`config.mk`:
```
export PLATFORM = sky130hd
export DESIGN_NAME = stim_frame_arbiter
export DESIGN_NICKNAME = d
export VERILOG_FILES = /design/src/rtl/pfb_stim_pkg.sv /design/src/rtl/stim_frame_arbiter_rr_pick.sv /design/src/rtl/stim_frame_arbiter.sv
export SDC_FILE = /design/constraint.sdc
export NUM_CORES = 1
export LEC_CHECK = 0
export ABC_AREA = 1
export CORE_MARGIN = 10
export CORE_UTILIZATION = 19
export DETAILED_ROUTE_END_ITERATION = 10
export GPL_TIMING_DRIVEN = 0
export PLACE_DENSITY = 0.82
export SETUP_SLACK_MARGIN = 0.2
export SLEW_MARGIN = 20
export SYNTH_ARGS = -nofsm -noshare
export SYNTH_HDL_FRONTEND = slang
export SYNTH_SLANG_ARGS = --single-unit
```
`constraint.sdc`:
```
create_clock -name clk -period 1.15 [get_ports clk]
set_input_delay 0.1725 -clock clk [delete_from_list [all_inputs] [get_ports clk]]
set_output_delay 0.1725 -clock clk [all_outputs]
set_load 0.005 [all_outputs]
```
`src/rtl/pfb_stim_pkg.sv`:
```
// Shared constants and types for the PFB/FFT stimulus datapath.
// Frame geometry defaults and the frame arbiter state encoding.
package pfb_stim_pkg;

    localparam int WIDTH        = 16;
    localparam int SAMP_PER_CLK = 2;
    localparam int FFT_LEN      = 64;
    localparam int TDATA_WID    = 2 * SAMP_PER_CLK * WIDTH;
    localparam int BEATS        = FFT_LEN / SAMP_PER_CLK;

    typedef enum logic {
        IDLE,
        STREAM
    } arb_state_t;

endpackage

```
`src/rtl/stim_frame_arbiter_rr_pick.sv`:
```
// Combinational round-robin picker: first requester at or after ptr,
// wrapping modulo N.
module rr_pick #(
    parameter int N  = 2,
    parameter int PW = (N > 1) ? $clog2(N) : 1
) (
    input  logic [N-1:0]  req,
    input  logic [PW-1:0] ptr,
    output logic [PW-1:0] idx,
    output logic          found
);

    logic [PW-1:0] j;

    // Walk offsets from far to near so the nearest hit wins.
    always_comb begin
        idx   = '0;
        found = 1'b0;
        j     = '0;
        for (int k = N - 1; k >= 0; k--) begin
            j = PW'((int'(ptr) + k) % N);
            if (req[j]) begin
                idx   = j;
                found = 1'b1;
            end
        end
    end

endmodule

```
`src/rtl/stim_frame_arbiter.sv`:
```
// Frame-aligned round-robin arbiter for the PFB/FFT test stream.
// Define FRAME_CHECK_EN to build the sticky frame-length checker.
module stim_frame_arbiter
    import pfb_stim_pkg::*;
#(
    parameter int WIDTH        = pfb_stim_pkg::WIDTH,
    parameter int SAMP_PER_CLK = pfb_stim_pkg::SAMP_PER_CLK,
    parameter int FFT_LEN      = pfb_stim_pkg::FFT_LEN,
    parameter int NUM_SRC      = 2
) (
    input  logic                                      clk,
    input  logic                                      rst,
    input  logic [NUM_SRC-1:0]                        src_en,
    input  logic [NUM_SRC*2*SAMP_PER_CLK*WIDTH-1:0]   s_axis_tdata,
    input  logic [NUM_SRC-1:0]                        s_axis_tvalid,
    output logic [NUM_SRC-1:0]                        s_axis_tready,
    input  logic [NUM_SRC-1:0]                        s_axis_tlast,
    output logic [2*SAMP_PER_CLK*WIDTH-1:0]           m_axis_tdata,
    output logic                                      m_axis_tvalid,
    input  logic                                      m_axis_tready,
    output logic                                      m_axis_tlast,
    output logic [$clog2(NUM_SRC)-1:0]                grant,
    output logic                                      busy,
    output logic                                      frame_err
);

    localparam int TW = 2 * SAMP_PER_CLK * WIDTH;
    localparam int NB = FFT_LEN / SAMP_PER_CLK;
    localparam int GW = $clog2(NUM_SRC);

    arb_state_t    state;
    logic [GW-1:0] rr_ptr;
    logic [GW-1:0] pick_idx;
    logic          pick_found;
    logic          hs;
    logic          end_frame;

    rr_pick #(
        .N  (NUM_SRC),
        .PW (GW)
    ) u_pick (
        .req   (src_en & s_axis_tvalid),
        .ptr   (rr_ptr),
        .idx   (pick_idx),
        .found (pick_found)
    );

    assign busy = (state == STREAM);

    // Zero-latency pass-through; everything is gated off while idle.
    always_comb begin
        s_axis_tready = '0;
        m_axis_tvalid = 1'b0;
        m_axis_tdata  = '0;
        m_axis_tlast  = 1'b0;
        if (busy) begin
            s_axis_tready[grant] = m_axis_tready;
            m_axis_tvalid        = s_axis_tvalid[grant];
            m_axis_tdata         = s_axis_tdata[grant*TW +: TW];
            m_axis_tlast         = s_axis_tlast[grant];
        end
    end

    assign hs        = m_axis_tvalid & m_axis_tready;
    assign end_frame = hs & m_axis_tlast;

    always_ff @(posedge clk or negedge rst) begin
        if (!rst) begin
            state  <= IDLE;
            grant  <= '0;
            rr_ptr <= '0;
        end else begin
            unique case (state)
                IDLE: begin
                    if (pick_found) begin
                        grant <= pick_idx;
                        state <= STREAM;
                    end
                end
                STREAM: begin
                    if (end_frame) begin
                        rr_ptr <= (grant == GW'(NUM_SRC - 1)) ? '0 : grant + 1'b1;
                        state  <= IDLE;
                    end
                end
                default: state <= IDLE;
            endcase
        end
    end

`ifdef FRAME_CHECK_EN
    localparam int CW = $clog2(NB);

    logic [CW-1:0] beat_cnt;
    logic          err_q;

    // Any beat whose tlast disagrees with "last slot of the frame" is an error.
    always_ff @(posedge clk or negedge rst) begin
        if (!rst) begin
            beat_cnt <= '0;
            err_q    <= 1'b0;
        end else if (state == IDLE && pick_found) begin
            beat_cnt <= '0;
        end else if (hs) begin
            beat_cnt <= beat_cnt + 1'b1;
            if (m_axis_tlast != (beat_cnt == CW'(NB - 1)))
                err_q <= 1'b1;
        end
    end

    assign frame_err = err_q;
`else
    assign frame_err = 1'b0;
`endif

endmodule

```
==> results.rst, run 1 <==
.. list-table::
   :header-rows: 1

   * - Metric
     - Value
   * - Layout cells sized above 1
     - 0.463
   * - Die Area
     - between 9000 and 10000 µm²
   * - Metal-1 WL
     - ~3600 µm
   * - Total of buffers placed on input and output ports
     - 206
   * - Type of destination of the critical path
     - output port
   * - P&R area growth vs syn
     - 250%
   * - Post-layout util
     - 0.692
   * - Antenna-violating nets left
     - 0
   * - Run status
     - complete, but fails checks
   * - Worst path bufs/invs
     - 6
   * - Clock power share
     - 0.034
   * - Highest-count cells in the layout ignoring fill and taps
     - 136 x clkdlybuf4s50_1, 79 x nor2_1, 69 x buf_2
   * - Worst Reg-to-Reg Cells
     - 9
   * - Internal power
     - 0.00498 W
   * - Required @ worst endpoint
     - 980 ps
   * - Clk Latency, worst-skew pair
     - about 220 ps
   * - Worst-path fanout max
     - 5
   * - Post-synthesis average cell area
     - between 4 and 5 µm²
   * - Start-to-end type of the worst setup path
     - flop to output port
   * - Residual DRC count
     - 0
   * - Ordered cell list for the critical path
     - buf_8, inv_8, buf_6, buf_8, buf_12, nor2_4, nor2_4, buf_2
   * - Met3 routed wirelength
     - approximately 680 µm
   * - Final standard cell area without fillers
     - a little over 4000 µm²
   * - Pre-antenna DRT Iters
     - 4
   * - Post-synthesis sequential area ratio
     - 0.0638
   * - Fraction of power consumed by sequential logic
     - 0.027
   * - Overflow left after global routing
     - 0
   * - Worst reg2reg path endpoint
     - rr_ptr
   * - Root buffer cell
     - clkbuf_8
   * - Number of global-route vias before repair
     - ~2.9k
   * - VDD IR-drop max
     - about 1.5 mV
   * - Mapped cell area
     - roughly 1200 µm²
   * - Class of the tightest hold or removal check
     - input pin to async pin
   * - Power density over cell area
     - around 2200 nW/µm²
   * - Synthesized netlist net count
     - between 300 and 400
   * - Vertical extent of the die
     - 98.7 µm
   * - Count of final setup violators
     - 73
   * - CP arrival
     - roughly 1500 ps
   * - Count of maximum capacitance violations
     - 0
   * - Metal2 WL
     - between 5000 and 6000 µm
   * - Worst Slack Setup Final
     - -526 ps
   * - Sw Pwr
     - a little over 0.004 W
   * - Highest signal layer in the routed design
     - met4
   * - Share of total power consumed by net switching
     - 0.447
   * - TritonCTS clock tree
     - done
   * - Tightest hold margin
     - around 140 ps
   * - Setup slack of the worst register-to-register path
     - -250 ps
   * - Leak Pwr
     - 1.82 nW
   * - Most common cell after layout, fill and taps aside
     - clkdlybuf4s50_1
   * - Core Region
     - between 5000 and 6000 µm²
   * - Count of pins on the block boundary
     - about 210
   * - Gate count of the mapped netlist
     - 250
   * - Layout Nets
     - 635
   * - Detail Placement HPWL
     - 7570 µm
   * - Detailed-route via count
     - ~2.6k
   * - DR iter-0 viols
     - 58
   * - Sink Count
     - 3
   * - GP Congestion
     - 0.871
   * - CP max stage delay
     - 430 ps
   * - CP delay by family, top
     - buffers and inverters
   * - Post-DR vias/cell
     - 4.62
   * - Longest Clk Path Bufs
     - 2
   * - Wire length of the first global-routing pass
     - around 15000 µm
   * - Count of final max-slew check failures
     - 0
   * - Max Clock Skew
     - about 0.59 ps
   * - Antenna diode instance count
     - 0
   * - Maximum clock frequency
     - just under 0.6 GHz
   * - Area of placed instances
     - about 3400 µm²
   * - Slowest stage cell on the critical path
     - dfrtp_2
   * - Worst setup timing slack at the placement stage
     - -847 ps
   * - Unrepaired setup endpoints after global routing
     - true
   * - Reg2reg start
     - grant
   * - Total track usage
     - 0.189
   * - CTS buffer count
     - 3
   * - Pin count of the biggest net entering global routing
     - 11
   * - Starting Density
     - 0.198
   * - Die Wd
     - 98.7 µm
   * - CTS H-tree depth
     - 1
   * - Time the worst path needs with I/O delays and setup
     - roughly 1700 ps
   * - Wire length per cell
     - ~18 µm
   * - Clock slew seen by the registers of the worst setup and hold paths
     - 30 ps
   * - Hold violation total from the final report
     - 0
   * - Overall power of the completed layout
     - between 0.008 and 0.009 W
   * - Period Utilization, post-route
     - 1.46
   * - Wirelength, routed
     - 10400 µm
   * - Power share of the combinational group
     - 0.938
   * - Flop and latch count out of synthesis
     - 3
   * - Violations in the final reports
     - setup timing
   * - Distinct cell type count after synthesis
     - 20
   * - Std cell rows
     - 28
   * - Number of antenna violations at the first check in global routing
     - 0
   * - Critical Path Start Type
     - flop
   * - Synth warnings
     - 0
==> state kept, by name, summed over array words and instances, names as in the netlist <==
name / cells
rr_ptr: 1
grant: 1
busy: 1
==> timing repair <==
item | in CTS | in global routing
pin swaps | 38 | 26
setup buffers | 23 | 6
gates resized for setup | 435 | 59
gates cloned | 7 | 1
hold buffers | 0 | 0
setup endpoints to repair | 73 | 73
==> worst max-delay path by stage <==
| stage | from | end | cells after the start |
|---|---|---|---|
| detailed placement | busy | m_axis_tdata[33] | 5 |
| global route | grant | m_axis_tdata[51] | 8 |
| finish | grant | m_axis_tdata[6] | 8 |
| global placement | busy | m_axis_tdata[48] | 5 |
| CTS | grant | m_axis_tdata[25] | 8 |
| floorplan | grant | m_axis_tdata[25] | 6 |
==> per-stage QoR <==
step / cells / setup TNS [ps]
finish: 572 / -30720
floorplan: 250 / -1780
global placement: 531 / -49430
detailed placement: 531 / -49230
global route: 572 / -35050
CTS: 565 / -30350
==> routing by layer <==
metal  vias up  track usage
met2       129        0.384
li1       1301            -
met4         0       0.0254
met1      1207        0.188
met3         8       0.0475
met5         -            0
==> cell usage after synthesis <==
master | count | area [µm²]
conb_1 | 1 | 3.75
buf_2 | 4 | 20.0
a21oi_1 | 1 | 5.00
nand3_1 | 3 | 15.0
buf_6 | 5 | 56.3
clkbuf_1 | 10 | 37.5
nand4_1 | 1 | 6.26
buf_4 | 2 | 15.0
nor2_2 | 10 | 62.6
o21ai_1 | 2 | 10.0
dfrtp_1 | 3 | 75.1
o22ai_1 | 1 | 6.26
inv_1 | 6 | 22.5
nor2_1 | 120 | 450
a21oi_2 | 1 | 8.76
o21ai_0 | 62 | 310
nand2_1 | 14 | 52.6
nor3_1 | 2 | 10.0
inv_4 | 1 | 6.26
buf_1 | 1 | 3.75
==> cell families after synthesis <==
family / share of synthesized area
and+or+nand+nor: 0.507
AOI/OAI and AO/OA: 0.289
buffers and inverters: 0.137
other: 0.00319
DFF: 0.0638
==> worst register-to-register path: stages (launching register included) <==
cell and delay, ps:
dfrtp_2 450, buf_8 160, inv_8 60, buf_6 120
buf_6 100, nand2_4 40, a21oi_2 140, buf_4 130
nand3_2 70, nand2_2 60
==> power groups by stage <==
stage | combinational [W] | clock (W) | sequential (W)
6_report | 0.00844 | 0.000310 | 0.000244
5_1_grt | 0.00909 | 0.000327 | 0.000249
4_1_cts | 0.00775 | 0.000315 | 0.000236
3_5_place_dp | 0.00614 | 0 | 0.000243
3_3_place_gp | 0.00608 | 0 | 0.000246
2_1_floorplan | 0.00252 | 0 | 0.000211
==> layout make-up <==
class                           instances  area (µm²)
Buffer                                 22         288
Clock buffer                            4        45.0
Fill cell                             500        1830
Inverter                                7        33.8
Multi-Input combinational cell        218        1330
Sequential cell                         3        77.6
Tap cell                               75        93.8
Timing Repair Buffer                  243        2260
(Power assumes the default switching activity.)
==> inputs of run 2 (changes only) <==
--- a/config.mk
+++ b/config.mk
@@ -7,10 +7,10 @@
 export LEC_CHECK = 0
 export ABC_AREA = 1
 export CORE_MARGIN = 10
-export CORE_UTILIZATION = 19
+export CORE_UTILIZATION = 23
 export DETAILED_ROUTE_END_ITERATION = 10
 export GPL_TIMING_DRIVEN = 0
-export PLACE_DENSITY = 0.82
+export PLACE_DENSITY = 0.92
 export SETUP_SLACK_MARGIN = 0.2
 export SLEW_MARGIN = 20
 export SYNTH_ARGS = -nofsm -noshare
==> constraint.sdc (replaced) <==
create_clock -name clk -period 2 [get_ports clk]
set_input_delay 0.3 -clock clk [delete_from_list [all_inputs] [get_ports clk]]
set_output_delay 0.3 -clock clk [all_outputs]
set_load 0.005 [all_outputs]
==> run 2 against run 1 <==
The flow now finishes without violations. Worst setup slack better by 690 ps. Via count fell by 1.1%. Final cell count fell by 3.1%. Clock skew up 1.9 ps. Global-route usage rose by 2.6 points. Non-clock buffer count decreased by 10. Total power down 50%. Critical path type unchanged.
==> results.rst, run 2 (synthesis gave the netlist of run 1 again) <==
.. list-table::
   :header-rows: 1

   * - Metric
     - Value
   * - Run status
     - complete, no violations
   * - DR iter-0 viols
     - 84 (+45%)
   * - Die Wd
     - 91.5 µm (-7.3%)
   * - Pre-antenna DRT Iters
     - 4 (unchanged)
   * - Root buffer cell
     - clkbuf_8
   * - Die Area
     - 8380 µm² (-14%)
   * - Count of final setup violators
     - 0 (-100%)
   * - Hold violation total from the final report
     - 0 (unchanged)
   * - Longest Clk Path Bufs
     - 2 (unchanged)
   * - Wirelength, routed
     - 10400 µm (+0.35%)
   * - Post-DR vias/cell
     - 4.72 (+2.2%)
   * - Clock slew seen by the registers of the worst setup and hold paths
     - 30 ps (about the same)
   * - Total of buffers placed on input and output ports
     - 206 (unchanged)
   * - Area taken by flip-flops and latches
     - 77.6 µm² (unchanged)
   * - Cell count after placement
     - 523 (-1.5%)
   * - Required @ worst endpoint
     - 1700 ps (+720 ps)
   * - Antenna-violating nets left
     - 0 (unchanged)
   * - Total Negative Setup Slacks
     - 0 ps (+30720 ps)
   * - Leak Pwr
     - 1.74 nW (-4.3%)
   * - Count of maximum capacitance violations
     - 0 (unchanged)
   * - Power density over cell area
     - 1190 nW/µm² (-46%)
   * - Non-Filler Instances
     - 554 (-3.1%)
   * - Worst-path fanout max
     - 5 (unchanged)
   * - Layout cells sized above 1
     - 0.285 (-0.177)
   * - Time the worst path needs with I/O delays and setup
     - ~1800 ps
   * - Ordered cell list for the critical path
     - buf_8, clkinv_8, buf_8, buf_12, buf_6, buf_16, nor2_4, nor2_2, buf_2
   * - Slowest stage cell on the critical path
     - dfrtp_2
   * - Wire length of the first global-routing pass
     - 14500 µm (-4.3%)
   * - Clk Latency, worst-skew pair
     - 220 ps (about the same)
   * - Type of destination of the critical path
     - output port
   * - Multi-input gate area in the final layout
     - 1120 µm² (-15%)
   * - Most common cell after layout, fill and taps aside
     - clkdlybuf4s50_1
   * - Residual DRC count
     - 0 (unchanged)
   * - Number of hold-repair buffers added at the cts stage
     - 0 (unchanged)
   * - Start-to-end type of the worst setup path
     - flop to output port
   * - Number of global-route vias before repair
     - 2516 (-13%)
   * - Maximum clock frequency
     - around 0.54 GHz
   * - CTS buffer count
     - 3 (unchanged)
   * - Max Clock Skew
     - 2.50 ps (+1.92 ps)
   * - CP arrival
     - 1540 ps (+40 ps)
   * - Worst path bufs/invs
     - 7 (+1)
   * - Detailed-route via count
     - 2617 (-1.1%)
   * - TritonCTS clock tree
     - done
   * - Pin count of the biggest net entering global routing
     - 11 (unchanged)
   * - Area of placed instances
     - 3320 µm² (-1.2%)
   * - Count of pins on the block boundary
     - 208 (unchanged)
   * - Wire length per cell
     - 18.7 µm (+3.6%)
   * - Top cell by count, worst path
     - buf_8
   * - Worst Slack Setup Final
     - 165 ps (+691 ps)
   * - Number of filler instances in the final layout
     - 339 (-32%)
   * - Vertical extent of the die
     - 91.5 µm (-7.3%)
   * - Count of final max-slew check failures
     - 0 (unchanged)
   * - Antenna diode instance count
     - 0 (unchanged)
   * - Detail Placement HPWL
     - 8040 µm (+6.2%)
   * - CP max stage delay
     - 370 ps (-60 ps)
   * - GP Congestion
     - 0.898 (+3.2%)
   * - Sink Count
     - 3 (unchanged)
   * - Final standard cell area without fillers
     - 3800 µm² (-7.9%)
   * - Period Utilization, post-route
     - 0.918
   * - Overall power of the completed layout
     - 0.00450 W (-50%)
   * - VDD IR-drop max
     - 0.695 mV (-55%)
   * - P&R area growth vs syn
     - 223%
   * - Worst setup timing slack at the placement stage
     - -131 ps (+716 ps)
   * - Class of the tightest hold or removal check
     - input pin to async pin
   * - Critical Path Start Type
     - flop
   * - CTS H-tree depth
     - 1 (unchanged)
   * - Unrepaired setup endpoints after global routing
     - true
   * - Starting Density
     - 0.243 (+0.0451)
   * - Core Region
     - 4850 µm² (-19%)
   * - Total track usage
     - 0.215 (+0.0259)
   * - CP delay by family, top
     - buffers and inverters
   * - Layout Nets
     - 625 (-1.6%)
   * - Overflow left after global routing
     - 0 (unchanged)
   * - Highest-count cells in the layout ignoring fill and taps
     - 137 x clkdlybuf4s50_1, 105 x nor2_1, 31 x buf_2
   * - Number of antenna violations at the first check in global routing
     - 0 (unchanged)
   * - Std cell rows
     - 25 (-11%)
[run 2: final timing paths]
check,startpoint,to,slack (ps),cells past startpoint
max in group asynchronous,rst,grant,1580,1
min reg2reg,rr_ptr,rr_ptr,480,2
max,grant,m_axis_tdata[40],160,9
min in group clk,rr_ptr,rr_ptr,480,2
max reg2reg,grant,rr_ptr,720,8
min,rst,busy,260,1
[run 2: stage by stage]
step,util,hold WS (ps)
after floorplan,-,4.41
after CTS,0.721,264
after detailed placement,0.685,466
after global routing,0.783,265
final,0.783,262
after global placement,0.685,465
[run 2: cell type report]
| type | count | share of cell area |
|---|---|---|
| multi-input combinational | 218 | 0.296 |
| tap | 67 | 0.0221 |
| inverter | 7 | 0.0102 |
| clock buffer | 4 | 0.0119 |
| buffer | 22 | 0.0606 |
| timing repair buffer | 233 | 0.579 |
| sequential | 3 | 0.0204 |
[run 2: worst register-to-register path, cell delays in order, from the launching register on]
cell,delay [ps]
dfrtp_2,410
buf_8,140
buf_4,130
buf_4,150
nand2_1,60
nand3_1,100
nor2_1,100
nand3_1,70
nand2_1,70
[run 2: layer usage]
metal / up-vias / global-route usage / part of all wire
li1: 1278 / - / -
met1: 1171 / 0.220 / 0.35
met2: 149 / 0.409 / 0.52
met3: 19 / 0.0658 / 0.10
met4: 0 / 0.0522 / 0.023
met5: - / 0 / 0
[run 2: timing repair]
action / CTS / global route
gates cloned: 4 / 2
pin swaps: 3 / 10
setup endpoints to repair: 68 / 51
setup buffers: 16 / 5
resized for setup: 205 / 126
[run 2: report_power, final]
group | switching [W] | internal (W) | total, W | leakage, nW
combinational | 0.00197 | 0.00223 | 0.00420 | 1.69
clock | 0.0000468 | 0.000136 | 0.000183 | 0.0228
sequential | 0.0000261 | 0.0000928 | 0.000119 | 0.0336
total | 0.00205 | 0.00246 | 0.00450 | 1.74
==> inputs of run 3 (changes only) <==
--- a/config.mk
+++ b/config.mk
@@ -6,10 +6,10 @@
 export NUM_CORES = 1
 export LEC_CHECK = 0
 export ABC_AREA = 1
-export CORE_MARGIN = 10
+export CORE_MARGIN = 8
 export CORE_UTILIZATION = 23
 export DETAILED_ROUTE_END_ITERATION = 10
-export GPL_TIMING_DRIVEN = 0
+export GPL_TIMING_DRIVEN = 1
 export PLACE_DENSITY = 0.92
 export SETUP_SLACK_MARGIN = 0.2
 export SLEW_MARGIN = 20
==> run 3 against run 2 <==
Final cell count down 4.2%. Clock skew fell by 1.7 ps. Via count is 5.6% lower. Global-route usage is 0.88 points lower. Wire length down 14%. Highest routed layer unchanged.
==> results.rst, run 3 (synthesis gave the netlist of run 1 again) <==
.. list-table::
   :header-rows: 1

   * - Metric
     - Value
   * - Run status
     - complete, no violations
   * - P&R area growth vs syn
     - 204%
   * - Core Region
     - 5010 µm² (+3.3%)
   * - Worst setup timing slack at the placement stage
     - 98.2 ps (+229 ps)
   * - Post-DR vias/cell
     - 4.65 (-1.5%)
   * - Met1 GRT Util
     - 0.214 (-0.00627)
   * - Wire length of the first global-routing pass
     - 12400 µm (-15%)
   * - Wirelength, routed
     - 8940 µm (-14%)
   * - Count of final max-slew check failures
     - 0 (unchanged)
   * - Reg2reg start
     - grant
   * - Highest-count cells in the layout ignoring fill and taps
     - 138 x clkdlybuf4s50_1, 96 x nor2_1, 47 x o21ai_0
   * - VDD IR-drop max
     - 1.01 mV (+45%)
   * - Worst Slack Setup Final
     - 121 ps (-44.2 ps)
   * - Maximum clock frequency
     - 0.532 GHz (-2.4%)
   * - Worst path bufs/invs
     - 5 (-2)
   * - Overflow left after global routing
     - 0 (unchanged)
   * - Number of filler instances in the final layout
     - 431 (+27%)
   * - Number of global-route vias before repair
     - 2411 (-4.2%)
   * - Tightest hold margin
     - 279 ps (+16.7 ps)
   * - Die Wd
     - 87.5 µm (-4.4%)
   * - GP Congestion
     - 0.821 (-8.6%)
   * - TritonCTS clock tree
     - done
   * - Wire length per cell
     - 16.8 µm (-10%)
   * - Most common cell after layout, fill and taps aside
     - clkdlybuf4s50_1
   * - Layout Nets
     - 599 (-4.2%)
   * - Clock slew seen by the registers of the worst setup and hold paths
     - 30 ps (about the same)
   * - Global routing met3 resource utilization
     - 0.0647 (-0.00112)
   * - Max Clock Skew
     - 0.809 ps (-1.69 ps)
   * - CTS H-tree depth
     - 1 (unchanged)
   * - Count of maximum capacitance violations
     - 0 (unchanged)
   * - Pin count of the biggest net entering global routing
     - 43 (+32)
   * - Antenna diode instance count
     - 0 (unchanged)
   * - Overall power of the completed layout
     - 0.00395 W (-12%)
   * - Area taken by flip-flops and latches
     - 76.3 µm² (-1.6%)
   * - CP arrival
     - 1580 ps (+40 ps)
   * - Vertical extent of the die
     - 87.5 µm (-4.4%)
   * - Unrepaired setup endpoints after global routing
     - true
   * - Sink Count
     - 3 (unchanged)
   * - GR Util met2
     - 0.384 (-0.0258)
   * - CP delay by family, top
     - buffers and inverters
   * - Hold violation total from the final report
     - 0 (unchanged)
   * - Detail Placement HPWL
     - 6590 µm (-18%)
   * - Power density over cell area
     - 1100 nW/µm² (-7.1%)
   * - Ordered cell list for the critical path
     - clkinv_4, buf_4, buf_12, buf_12, nor2_1, nor2_1, dlygate4sd2_1
   * - Period Utilization, post-route
     - 0.940 (+0.0221)
   * - Count of final setup violators
     - 0 (unchanged)
   * - DR iter-0 viols
     - 53 (-37%)
   * - Number of hold-repair buffers added at the cts stage
     - 0 (unchanged)
   * - CP max stage delay
     - 440 ps (+70 ps)
   * - Count of pins on the block boundary
     - 208 (unchanged)
   * - Worst-path fanout max
     - 16 (+11)
   * - Detailed-route via count
     - 2471 (-5.6%)
   * - Longest Clk Path Bufs
     - 2 (unchanged)
   * - Pre-antenna DRT Iters
     - 4 (unchanged)
   * - Starting Density
     - 0.235 (-0.00782)
   * - Final standard cell area without fillers
     - 3580 µm² (-5.7%)
   * - Time the worst path needs with I/O delays and setup
     - 1880 ps (+44.2 ps)
   * - Layer carrying the most global-route usage
     - met2
   * - Critical Path Start Type
     - flop
   * - Std cell rows
     - 26 (+4.0%)
   * - Die Area
     - 7660 µm² (-8.5%)
   * - Multi-input gate area in the final layout
     - 1050 µm² (-6.6%)
   * - Clk Latency, worst-skew pair
     - 210 ps (about the same)
   * - Leak Pwr
     - 1.80 nW (+3.1%)
   * - Layout cells sized above 1
     - 0.219 (-0.0663)
   * - Type of destination of the critical path
     - output port
   * - Number of antenna violations at the first check in global routing
     - 0 (unchanged)
   * - Worst Setup SP
     - grant
   * - Start-to-end type of the worst setup path
     - flop to output port
   * - Required @ worst endpoint
     - 1700 ps (about the same)
   * - Residual DRC count
     - 0 (unchanged)
   * - Total track usage
     - 0.206 (-0.00884)
   * - CTS buffer count
     - 3 (unchanged)
   * - Slowest stage cell on the critical path
     - dfrtp_2
   * - Antenna-violating nets left
     - 0 (unchanged)
   * - Root buffer cell
     - clkbuf_8
   * - Area of placed instances
     - 3280 µm² (-1.2%)
   * - Class of the tightest hold or removal check
     - input pin to async pin
   * - Total of buffers placed on input and output ports
     - 206 (unchanged)
==> run 3: metal layers <==
| layer | vias up | part of all wire |
|---|---|---|
| li1 | 1224 | - |
| met1 | 1108 | 0.38 |
| met2 | 119 | 0.50 |
| met3 | 20 | 0.088 |
| met4 | 0 | 0.028 |
| met5 | - | 0 |
==> run 3: what timing repair did <==
item	CTS	global route
resized for setup	55	131
setup buffers	6	8
setup endpoints to repair	68	52
pin swaps	0	1
gates cloned	4	0
==> run 3: through the flow <==
stage                      util  setup TNS (ps)  cells
final                     0.715               0    531
after global routing      0.715               0    531
after CTS                 0.695           -10.3    523
after detailed placement  0.655               0    509
after global placement    0.655               0    509
after floorplan               -               0    250
==> run 3: layout make-up <==
cell class	instances	share of cell area
tap	70	0.0244
timing repair buffer	229	0.640
inverter	7	0.00873
multi-input combinational	218	0.293
clock buffer	4	0.0126
sequential	3	0.0213
==> run 3: worst reg2reg max path, delay by kind of cell, from the launching register on <==
family        cells  cell delay (ps)
simple gates      5              360
buf+inv           4              510
flops             1              440
==> run 3: where the power goes <==
part | total [W] | internal [W] | switching (W)
Sequential | 0.000133 | 0.0000910 | 0.0000423
Combinational | 0.00364 | 0.00191 | 0.00172
Clock | 0.000174 | 0.000136 | 0.0000378
Total | 0.00395 | 0.00214 | 0.00181
==> run 3: path summary, 6_finish.rpt <==
check	endpoint	slack, ps	depth (start not counted)
hold / removal	busy	280	1
setup reg to reg	rr_ptr	620	9
setup / recovery	m_axis_tdata[17]	120	7
min in group clk	rr_ptr	480	2
max in group asynchronous	grant	1560	1
hold reg to reg	rr_ptr	480	2
